$ cat config.mk
export PLATFORM = sky130hd
export DESIGN_NAME = psram_fml_arbiter
export DESIGN_NICKNAME = d
export VERILOG_FILES = /design/src/rtl/psram_fml_arbiter.sv
export SDC_FILE = /design/constraint.sdc
export NUM_CORES = 1
export LEC_CHECK = 0
export BUFFER_PORTS_ARGS = -buffer_cell sky130_fd_sc_hd__buf_4
export CAP_MARGIN = 20
export CELL_PAD_IN_SITES_DETAIL_PLACEMENT = 1
export CELL_PAD_IN_SITES_GLOBAL_PLACEMENT = 1
export CORE_AREA = 2 2 115 117
export DETAILED_ROUTE_END_ITERATION = 12
export DIE_AREA = 0 0 117 119
export PLACE_DENSITY_LB_ADDON = 0.1
export REMOVE_ABC_BUFFERS = 1
export SETUP_SLACK_MARGIN = 0.1
export SLEW_MARGIN = 5
export SYNTH_ARGS = -nofsm -noshare
export SYNTH_HDL_FRONTEND = slang
export SYNTH_SLANG_ARGS = --single-unit
$ cat constraint.sdc
create_clock -name clk -period 1.55 [get_ports clk]
set_input_delay 0.155 -clock clk [delete_from_list [all_inputs] [get_ports clk]]
set_output_delay 0.155 -clock clk [all_outputs]
set_load 0.02 [all_outputs]
$ cat src/rtl/psram_fml_arbiter.sv
// Two-master FML arbiter in front of the PSRAM controller slave port.
// A grant covers the address phase through eack plus the whole burst data phase.
module psram_fml_arbiter #(
    parameter int ADR_W    = 23,
    parameter int DW       = 32,
    parameter int BURST    = 4,
    parameter int RR       = 1,
    parameter int MAX_WAIT = 64
) (
    input  logic              clk,
    input  logic              rst,
    input  logic              s_ready,
    input  logic [ADR_W-1:0]  m0_adr,
    input  logic              m0_stb,
    input  logic              m0_cyc,
    input  logic              m0_we,
    input  logic [2:0]        m0_cti,
    input  logic [DW/8-1:0]   m0_sel,
    input  logic [DW-1:0]     m0_di,
    output logic              m0_eack,
    output logic [DW-1:0]     m0_do,
    input  logic [ADR_W-1:0]  m1_adr,
    input  logic              m1_stb,
    input  logic              m1_cyc,
    input  logic              m1_we,
    input  logic [2:0]        m1_cti,
    input  logic [DW/8-1:0]   m1_sel,
    input  logic [DW-1:0]     m1_di,
    output logic              m1_eack,
    output logic [DW-1:0]     m1_do,
    output logic [ADR_W-1:0]  s_adr,
    output logic              s_stb,
    output logic              s_we,
    output logic [2:0]        s_cti,
    output logic [DW/8-1:0]   s_sel,
    output logic [DW-1:0]     s_di,
    input  logic              s_eack,
    input  logic [DW-1:0]     s_do
);

    // The eack cycle is beat one, so the data phase counts down from BURST-2.
    localparam logic [3:0] BEAT_INIT  = (BURST >= 2) ? 4'(BURST - 2) : 4'd0;
    localparam logic [7:0] STARVE_MAX = 8'(MAX_WAIT);

    typedef enum logic [1:0] {IDLE = 2'd0, ADDR = 2'd1, DATA = 2'd2} state_t;

    state_t      state_q, state_d;
    logic        owner_q, owner_d;
    logic        last_q, last_d;
    logic [3:0]  beat_q, beat_d;
    logic [7:0]  starve_q, starve_d;

    logic req0, req1, owner_req, busy, winner, arb_go;

    assign req0      = m0_stb & m0_cyc;
    assign req1      = m1_stb & m1_cyc;
    assign owner_req = owner_q ? req1 : req0;
    assign busy      = (state_q != IDLE);
    assign arb_go    = (state_q == IDLE) && s_ready && (req0 || req1);

    generate
        if (RR != 0) begin : g_rr
            always_comb begin
                if (req0 && !req1)      winner = 1'b0;
                else if (req1 && !req0) winner = 1'b1;
                else                    winner = ~last_q;
            end
            assign starve_d = 8'd0;
        end else begin : g_fixed
            assign winner = req1 && (!req0 || (starve_q == STARVE_MAX));
            // Owner counts as "none" while idle, so a waiting m1 keeps accruing.
            always_comb begin
                starve_d = starve_q;
                if (arb_go && winner)
                    starve_d = 8'd0;
                else if (req1 && !(busy && owner_q) && (starve_q < STARVE_MAX))
                    starve_d = starve_q + 8'd1;
            end
        end
    endgenerate

    always_ff @(posedge clk) begin
        if (rst) begin
            state_q  <= IDLE;
            owner_q  <= 1'b0;
            last_q   <= 1'b1;
            beat_q   <= 4'd0;
            starve_q <= 8'd0;
        end else begin
            state_q  <= state_d;
            owner_q  <= owner_d;
            last_q   <= last_d;
            beat_q   <= beat_d;
            starve_q <= starve_d;
        end
    end

    always_comb begin
        state_d = state_q;
        owner_d = owner_q;
        last_d  = last_q;
        beat_d  = beat_q;
        case (state_q)
            IDLE: begin
                if (arb_go) begin
                    owner_d = winner;
                    state_d = ADDR;
                end
            end
            ADDR: begin
                if (!owner_req) begin
                    state_d = IDLE;
                end else if (s_eack) begin
                    last_d = owner_q;
                    if (BURST == 1) begin
                        state_d = IDLE;
                    end else begin
                        beat_d  = BEAT_INIT;
                        state_d = DATA;
                    end
                end
            end
            DATA: begin
                if (beat_q == 4'd0) state_d = IDLE;
                else                beat_d  = beat_q - 4'd1;
            end
            default: state_d = IDLE;
        endcase
    end

    always_comb begin
        s_adr   = '0;
        s_stb   = 1'b0;
        s_we    = 1'b0;
        s_cti   = 3'd0;
        s_sel   = '0;
        s_di    = '0;
        m0_eack = 1'b0;
        m1_eack = 1'b0;
        if (busy) begin
            s_adr = owner_q ? m1_adr : m0_adr;
            s_we  = owner_q ? m1_we  : m0_we;
            s_cti = owner_q ? m1_cti : m0_cti;
            s_sel = owner_q ? m1_sel : m0_sel;
            s_di  = owner_q ? m1_di  : m0_di;
        end
        if (state_q == ADDR) begin
            s_stb   = owner_req;
            m0_eack = s_eack & owner_req & ~owner_q;
            m1_eack = s_eack & owner_req &  owner_q;
        end
    end

    assign m0_do = s_do;
    assign m1_do = s_do;

endmodule

==> results by group, run 1 <==
Run status
  – Outcome: finished clean

Die
  – Row cnt: 42
  – Die X: 117 µm
  – Die ar.: 13900 µm²
  – Initial Util: 0.147
  – IO Count: 296
  – Die H: 119 µm
  – Core Footprint: 12900 µm²

Power and ir drop
  – Switching share of power: 0.300
  – Static leakage: 1.62 nW
  – Combinational power share: 0.528
  – Clock Power Share: 0.321
  – Max VDD drop: 431 µV
  – Internal power: 992 µW
  – Flop pwr share: 0.151
  – Net Switching: 425 µW
  – Power per cell area: 410 nW/µm²

Critical path
  – Worst setup path category: register to output port
  – Crit path max-delay family: flip-flops
  – Largest stage delay on the critical path: 390 ps
  – Startpoint Class: register
  – CP Data Required Time: 1390 ps
  – Worst Path Buf+Inv: 1
  – CP Capture Type: output port
  – Max stage delay cell, worst path: dfxtp_4
  – CP Data Arrival Time: 1380 ps
  – Crit-path cells: and3b_1, o2111a_2, and2_4, buf_6
  – Maximum fanout along the worst path: 5

Clocking
  – Clock buffer depth: 2
  – CTS tree: built
  – Htree depth: 1
  – Clk slew on worst S/H paths: 40 ps
  – Root buf cell: clkbuf_16
  – Worst-skew pair later-pin latency: 230 ps
  – Cts bufs inserted: 3
  – # clock sinks: 8
  – CTS Hold Buffers Added: 0

Logic synthesis
  – FF+latch count, synth: 8
  – Number of synthesized flops with an enable pin: 0
  – Mapped Area: 1890 µm²
  – Syn Inst Count: 261
  – Sequential fraction of the synthesis area: 0.0845
  – Mean Syn Cell Area: 7.26 µm²
  – Synth Warn #: 0
  – Asr flop ratio synth: 0
  – Primary FF master, synth: dfxtp_1
  – Yosys cell types: 35

Routing
  – Mean number of vias per cell: 4.14
  – Vias post-DR: 2378
  – WL final: 12800 µm
  – # DRC: 0
  – Routed length per instance: 22.2 µm
  – DRT antenna net count: 0
  – First-pass detailed-route iteration total: 4
  – Initial drt markers: 54

GRT
  – First-pass GRT wire length: 16800 µm
  – Initial antenna violation count: 1
  – Vias in the first global route: 2467
  – GR Overflow Total: 0
  – Pin count of the biggest net entering global routing: 36
  – GRT Overall Usage: 0.167

Placed design
  – Count of input and output buffers: 199
  – Post-placement cell area: 3150 µm²
  – Dpl hpwl: 10800 µm
  – Placer congestion estimate: 0.813

STA
  – Slew headroom: 0.773
  – Clk_skew: 5.18 ps
  – Fin. max-slew vios: 0
  – Final min period: 1530 ps
  – Final hold violation count: 0
  – RSZ-0062 raised after global routing: true
  – Worst Max-Slew Pin Slew: 340 ps
  – Final setup violation count: 0
  – Max Fclk: 0.652 GHz
  – Final Cycle Share: 0.989

Final layout
  – Util after Layout: 0.268
  – Layout cells sized above 1: 0.583
  – Fill cells: 1600
  – Design area: 3460 µm²
  – Nets: 566
  – Inserted Diodes: 0
  – Area Growth Syn to Fin: 82.4%

Flow run
  – Max-cap violations: 0

Worst hold path
  – Hold WC Path Type: primary input to register
worst register-to-register path: stages, from the launching register on:
cell,delay (ps)
dfxtp_4,390
and3b_1,200
o2111a_2,280
buf_4,170
o31a_1,270
timing repair:
item,CTS,global route
setup endpoints to repair,47,58
pin swaps,3,16
gates cloned,0,4
buffers inserted,2,3
resized for setup,6,20
Yosys cell counts (all sizes together), types with 2 or more instances:
master | number | area share
nor3b | 2 | 0.0079
nand2 | 3 | 0.0059
nand4 | 2 | 0.0066
nor2 | 68 | 0.13
nand3 | 2 | 0.0053
inv | 5 | 0.0099
dfxtp | 8 | 0.085
mux2i | 64 | 0.34
buf | 79 | 0.29
nand2b | 2 | 0.0066
o21ai | 2 | 0.0053
and2 | 2 | 0.0066
nor2b | 2 | 0.0066
through the flow:
step / worst slack [ps] / setup TNS [ps] / hold slack (ps) / std cells / power, mW
finish: 16.3 / 0 / 167 / 574 / 1.42
global route: -48.7 / -149 / 188 / 574 / 1.50
CTS: -14.5 / -14.5 / 173 / 567 / 1.38
detailed placement: 140 / 0 / 310 / 561 / 0.914
global placement: 150 / 0 / 310 / 561 / 0.906
floorplan: -1890 / -112510 / 224 / 181 / 0.496
layer usage:
metal,GRT usage,vias up,routed length (µm)
li1,-,1091,-
met1,0.160,1070,4180
met2,0.252,203,5700
met5,0.0588,-,88
met4,0.0221,4,66
met3,0.172,10,2740
sequential cells by signal (all words and copies together) (netlist names):
signal and cells:
state_q 2, last_q 1, owner_q 1, beat_q 4
power groups by stage:
stage,Combinational [mW],Clock (mW),Sequential (mW)
floorplan,0.253,0,0.243
global placement,0.688,0,0.218
detailed placement,0.695,0,0.219
CTS,0.702,0.466,0.215
global route,0.804,0.483,0.214
finish,0.748,0.456,0.213
layout make-up:
class / count / area, µm² / area share
timing repair buffer: 213 / 1760 / 0.510
multi-input combinational: 168 / 1200 / 0.348
inverter: 5 / 18.8 / 0.00543
tap: 176 / 220 / 0.0637
sequential: 8 / 173 / 0.0500
clock buffer: 4 / 78.8 / 0.0228
cell usage in the layout, fill, tap and decap left out, types with 2 or more instances in the layout:
| cell | synthesis | final |
|---|---|---|
| inv_1 | 5 | 5 |
| mux2i_2 | 0 | 4 |
| o21ai_1 | 2 | 2 |
| nand2_1 | 3 | 3 |
| buf_4 | 68 | 198 |
| nand2b_1 | 2 | 2 |
| nor2_1 | 68 | 65 |
| nand4_1 | 2 | 2 |
| dfxtp_1 | 8 | 4 |
| nor3b_1 | 2 | 2 |
| buf_12 | 0 | 4 |
| nor2b_1 | 2 | 2 |
| nand3_1 | 2 | 2 |
| and2_4 | 0 | 2 |
| clkbuf_16 | 0 | 7 |
| nor2_2 | 0 | 2 |
| buf_6 | 0 | 6 |
| mux2i_1 | 64 | 59 |
| dfxtp_4 | 0 | 3 |
path summary, 6_finish.rpt:
kind / from / slack (ps) / end / cells past startpoint
worst min register to register: beat_q[1] / 510 / beat_q[1] / 1
worst min-delay path: rst / 170 / owner_q / 2
worst max-delay path: owner_q / 20 / m0_eack / 4
worst max register to register: owner_q / 120 / beat_q[1] / 4
kinds of logic (layout without fill, tap and decap cells):
| family | after synthesis | in the layout | synth area share |
|---|---|---|---|
| DFF | 8 | 8 | 0.0845 |
| AOI/OAI and AO/OA | 14 | 14 | 0.0601 |
| buffers and inverters | 85 | 222 | 0.306 |
| muxes | 64 | 64 | 0.338 |
| and+or+nand+nor | 89 | 89 | 0.204 |
| adders and majority gates | 1 | 1 | 0.00660 |
Note: power is estimated with default switching activity, not from simulation.
==> run 2, diff against run 1 <==
Settings changed: CTS_CLUSTER_SIZE set to 8.
Clock period 1.55 ns to 1.7 ns, I/O delays scaled along.
==> results by group, run 2 (synthesized netlist as in run 1, its figures left out) <==
Critical path
  – Worst Path Buf+Inv: 1 (unchanged)
  – Cell count along the critical path: 4 (unchanged)
  – Startpoint Class: register
  – CP Data Arrival Time: 1420 ps (+40 ps)
  – RR Endpoint: beat_q[1]
  – R2r setup slk: 250 ps (+130 ps)
  – Worst setup path category: register to output port
  – CP Data Required Time: 1530 ps (+140 ps)
  – R2R depth: 4 (unchanged)
  – Max stage delay cell, worst path: dfxtp_4
  – Crit-path cells: and3b_2, o2111a_2, and2_4, buf_6
  – RR Startpoint: owner_q
  – Maximum fanout along the worst path: 4 (-1)
  – Crit path max-delay family: simple AND/OR/NAND/NOR gates
  – Largest stage delay on the critical path: 360 ps (-30 ps)
  – CP Capture Type: output port

Placed design
  – Post-placement cell area: 3110 µm² (-1.3%)
  – Count of input and output buffers: 199 (unchanged)
  – DP Cell Count: 559 (-0.36%)
  – Dpl ws: 294 ps (+154 ps)
  – Placer congestion estimate: 0.813 (unchanged)
  – Dpl hpwl: 10300 µm (-4.5%)

Die
  – Die X: 117 µm (unchanged)
  – Row cnt: 42 (unchanged)
  – Die ar.: 13900 µm² (unchanged)
  – IO Count: 296 (unchanged)
  – Core Footprint: 12900 µm² (unchanged)
  – Die H: 119 µm (unchanged)
  – Initial Util: 0.147 (unchanged)

Final layout
  – Largest register FFs: 4 (unchanged)
  – Util after Layout: 0.250 (-0.0186)
  – Fill cells: 1590 (-0.63%)
  – Commonest cells after routing, fill and taps aside: buf_4, nor2_1, mux2i_1
  – Largest registers: beat_q (4), state_q (2)
  – Nets: 557 (-1.6%)
  – Design area: 3220 µm² (-6.9%)
  – Layout cells sized above 1: 0.548 (-0.0354)
  – Reg with most FFs: beat_q
  – Final non-filler cell total: 565 (-1.6%)
  – Inserted Diodes: 0 (unchanged)
  – Area Growth Syn to Fin: 69.8%
  – Commonest non-fill, non-tap cell in the layout: buf_4

Routing
  – DRT antenna net count: 0 (unchanged)
  – Vias post-DR: 2346 (-1.3%)
  – Initial drt markers: 45 (-17%)
  – First-pass detailed-route iteration total: 4 (unchanged)
  – # DRC: 0 (unchanged)
  – Routed length per instance: 20.9 µm (-6.2%)
  – WL final: 11800 µm (-7.7%)
  – Mean number of vias per cell: 4.15 (+0.23%)

STA
  – Final Cycle Share: 0.934
  – Final hold violation count: 0 (unchanged)
  – Final min period: 1590 ps
  – Max Fclk: 0.630 GHz
  – Clk_skew: 3.33 ps (-1.85 ps)
  – Fin. max-slew vios: 0 (unchanged)
  – Slew headroom: 0.751 (-0.0218)
  – Final WS setup: 112 ps (+95.8 ps)
  – Hold WS: 204 ps (+36.5 ps)
  – Final setup violation count: 0 (unchanged)
  – Worst Max-Slew Pin Slew: 373 ps (+32.7 ps)
  – Final setup TNS: 0 ps (unchanged)
  – RSZ-0062 raised after global routing: true

Worst hold path
  – Hold Crit Endpoint: owner_q
  – Hold WC Path Type: primary input to register
  – WHS Path Cells: 2 (unchanged)
  – Hold Path Origin: rst

GRT
  – GR Overflow Total: 0 (unchanged)
  – GRT Overall Usage: 0.160 (-0.00705)
  – Vias in the first global route: 2417 (-2.0%)
  – Initial antenna violation count: 2 (+1)
  – Pin count of the biggest net entering global routing: 67 (+86%)
  – First-pass GRT wire length: 16000 µm (-4.9%)

Run status
  – Outcome: finished clean

Clocking
  – CTS tree: built
  – CTS Hold Buffers Added: 0 (unchanged)
  – Worst-skew pair later-pin latency: 240 ps (about the same)
  – Htree depth: 1 (unchanged)
  – Root buf cell: clkbuf_16
  – # clock sinks: 8 (unchanged)
  – Clk slew on worst S/H paths: 40 ps (about the same)
  – Clock buffer depth: 2 (unchanged)
  – Cts bufs inserted: 3 (unchanged)

Power and ir drop
  – Final Power: 1.23 mW (-13%)
  – Power per cell area: 381 nW/µm² (-7.0%)
  – Static leakage: 1.50 nW (-7.2%)
  – Max VDD drop: 243 µV (-44%)

Flow run
  – Max-cap violations: 0 (unchanged)
run 2: cell count changes in the layout (fill, tap and decap cells not counted), moves of 3 or more:
cell	before	now
mux2i_1	59	64
clkbuf_16	7	3
mux2i_2	4	0
buf_6	6	3
dfxtp_1	4	7
run 2: metal layers:
layer / wire [µm] / vias to the layer above / global-route usage
li1: - / 1065 / -
met1: 4020 / 1064 / 0.161
met2: 5140 / 199 / 0.236
met3: 2480 / 12 / 0.158
met4: 66 / 6 / 0.0243
met5: 84 / - / 0.0510
run 2: worst max-delay path by stage:
stage | from | end | slack [ps]
2_1_floorplan | owner_q | m0_eack | -1750
3_3_place_gp | owner_q | s_sel[1] | 310
3_5_place_dp | owner_q | m1_eack | 290
4_1_cts | owner_q | m0_eack | 90
5_1_grt | owner_q | m0_eack | 60
6_report | owner_q | m0_eack | 110
run 2: area by class of cell:
type / count / area, µm² / area share
clock buffers: 4 / 78.8 / 0.0245
inverters: 5 / 18.8 / 0.00583
multi-input cells: 168 / 1170 / 0.363
flip-flops and latches: 8 / 164 / 0.0510
well taps: 176 / 220 / 0.0685
repair buffers: 204 / 1570 / 0.487
run 2: timing repair:
| item | 4_1_cts | 5_1_grt |
|---|---|---|
| pin swaps | 0 | 1 |
| endpoints found under the setup margin | 26 | 26 |
| buffers inserted | 1 | 1 |
| gates resized for setup | 1 | 5 |
run 2: where the power goes:
group / leakage (nW) / internal (mW) / total [mW] / switching (mW)
Clock: 0.0382 / 0.314 / 0.419 / 0.105
Combinational: 1.40 / 0.356 / 0.612 / 0.256
Sequential: 0.0655 / 0.191 / 0.196 / 0.00462
Total: 1.50 / 0.861 / 1.23 / 0.366
==> run 3, diff against run 2 <==
Settings changed: REMOVE_ABC_BUFFERS 1 to unset.
==> results by group, run 3 (synthesized netlist as in run 1, its figures left out) <==
STA
  – Fin. max-slew vios: 0 (unchanged)
  – Final setup TNS: 0 ps (unchanged)
  – Final setup violation count: 0 (unchanged)
  – Clk_skew: 2.91 ps (-0.421 ps)
  – Slew headroom: 0.775 (+0.0247)
  – RSZ-0062 raised after global routing: true
  – Max Fclk: 0.632 GHz (+0.28%)
  – Final min period: 1580 ps (-4.41 ps)
  – Worst Max-Slew Pin Slew: 336 ps (-37.0 ps)
  – Final Cycle Share: 0.931 (-0.00260)
  – Final hold violation count: 0 (unchanged)
  – Final WS setup: 117 ps (+4.41 ps)

Die
  – Initial Util: 0.147 (unchanged)
  – Die H: 119 µm (unchanged)
  – Die ar.: 13900 µm² (unchanged)
  – IO Count: 296 (unchanged)
  – Core Footprint: 12900 µm² (unchanged)
  – Row cnt: 42 (unchanged)
  – Die X: 117 µm (unchanged)

Critical path
  – CP Data Arrival Time: 1410 ps (about the same)
  – Crit path max-delay family: simple AND/OR/NAND/NOR gates
  – Crit-path cells: and3b_2, o2111a_2, and2_4, buf_6
  – Worst setup path category: register to output port
  – CP endpoint: m1_eack
  – R2r setup slk: 150 ps (-100 ps)
  – CP Data Required Time: 1530 ps (about the same)
  – Cell count along the critical path: 4 (unchanged)
  – Largest stage delay on the critical path: 380 ps (+20 ps)
  – CP Capture Type: output port
  – RR Endpoint: beat_q[1]
  – R2R depth: 5 (+1)
  – Worst Path Buf+Inv: 1 (unchanged)
  – Max stage delay cell, worst path: dfxtp_4
  – Setup crit start: owner_q
  – Startpoint Class: register
  – Maximum fanout along the worst path: 5 (+1)
  – RR Startpoint: owner_q

Final layout
  – Commonest non-fill, non-tap cell in the layout: buf_4
  – Nets: 561 (+0.72%)
  – Util after Layout: 0.254 (+0.00398)
  – Reg with most FFs: beat_q
  – Layout cells sized above 1: 0.552 (+0.00461)
  – Largest registers: beat_q (4), state_q (2)
  – Commonest cells after routing, fill and taps aside: buf_4, nor2_1, mux2i_1
  – Area Growth Syn to Fin: 72.5%
  – Largest register FFs: 4 (unchanged)
  – Inserted Diodes: 0 (unchanged)
  – Fill cells: 1605 (+0.94%)

Power and ir drop
  – Static leakage: 1.53 nW (+1.9%)
  – Max VDD drop: 222 µV (-8.5%)
  – Final Power: 1.24 mW (+0.72%)
  – Power per cell area: 378 nW/µm² (-0.86%)

Clocking
  – Root buf cell: clkbuf_16
  – Clk slew on worst S/H paths: 40 ps (about the same)
  – # clock sinks: 8 (unchanged)
  – Worst-skew pair later-pin latency: 230 ps (about the same)
  – Clock buffer depth: 2 (unchanged)
  – CTS tree: built
  – Htree depth: 1 (unchanged)
  – CTS Hold Buffers Added: 0 (unchanged)
  – Cts bufs inserted: 3 (unchanged)

Routing
  – WL final: 8510 µm (-28%)
  – Initial drt markers: 35 (-22%)
  – Routed length per instance: 15.0 µm (-28%)
  – First-pass detailed-route iteration total: 4 (unchanged)
  – DRT antenna net count: 0 (unchanged)
  – Vias post-DR: 2231 (-4.9%)
  – Mean number of vias per cell: 3.92 (-5.6%)
  – # DRC: 0 (unchanged)

Placed design
  – Count of input and output buffers: 199 (unchanged)
  – Dpl hpwl: 7320 µm (-29%)
  – Placer congestion estimate: 0.725 (-11%)
  – Dpl ws: 234 ps (-60.4 ps)

Worst hold path
  – Hold WC Path Type: primary input to register

GRT
  – Vias in the first global route: 2420 (+0.12%)
  – First-pass GRT wire length: 12600 µm (-21%)
  – GRT Overall Usage: 0.115 (-0.0446)
  – Pin count of the biggest net entering global routing: 36 (-46%)
  – GR Overflow Total: 0 (unchanged)
  – Initial antenna violation count: 0 (-2)

Flow run
  – Max-cap violations: 0 (unchanged)

Run status
  – Outcome: finished clean

Logic synthesis
  – Syn nets: 428
run 3: cell count changes in the layout (fill, tap and decap cells not counted), sizes merged:
cell	before	now
buf	204	208
run 3: how the worst min path moves through the flow:
stage                  from    endpoint  slack [ps]  depth (start not counted)
finish                  rst     owner_q         190                          2
detailed placement  s_do[6]    m0_do[6]         340                          0
global placement    s_do[6]    m0_do[6]         340                          0
CTS                     rst     owner_q         200                          2
floorplan           s_ready  state_q[0]         330                          2
global route            rst     owner_q         210                          2
run 3: report_power, final:
group	internal [mW]	switching (mW)	total, mW
Combinational	0.365	0.259	0.624
Clock	0.313	0.102	0.415
Sequential	0.191	0.00552	0.196
Total	0.869	0.367	1.24
run 3: layer usage:
| layer | vias up | global-route usage | routed length, µm |
|---|---|---|---|
| met4 | 0 | 0.00441 | 8 |
| li1 | 1075 | - | - |
| met2 | 116 | 0.242 | 5110 |
| met1 | 1038 | 0.110 | 2620 |
| met3 | 2 | 0.0372 | 774 |
| met5 | - | 0 | 0 |
run 3: timing repair:
item / 4_1_cts / 5_1_grt
setup endpoints to repair: 28 / 28
resized for setup: 5 / 4
pin swaps: 1 / 2
buffers inserted: 4 / 0
run 3: worst register-to-register path: cells and delay by family (launching register included):
kind | cells | cell delay, ps
buf+inv | 2 | 280
flops | 1 | 380
compound gates | 2 | 540
simple gates | 1 | 230
run 3: area by class of cell:
cell class | instances | area (µm²) | share of cell area
Inverter | 5 | 18.8 | 0.00574
Sequential cell | 8 | 164 | 0.0502
Tap cell | 176 | 220 | 0.0674
Timing Repair Buffer | 208 | 1620 | 0.495
Clock buffer | 4 | 78.8 | 0.0241
Multi-Input combinational cell | 168 | 1170 | 0.357
run 3: stage by stage:
step,std cells,area (µm²),hold slack [ps]
final,569,3270,194
after global routing,569,3270,212
after CTS,569,3260,200
after detailed placement,561,3130,340
after global placement,561,3130,340
after floorplan,261,1890,330
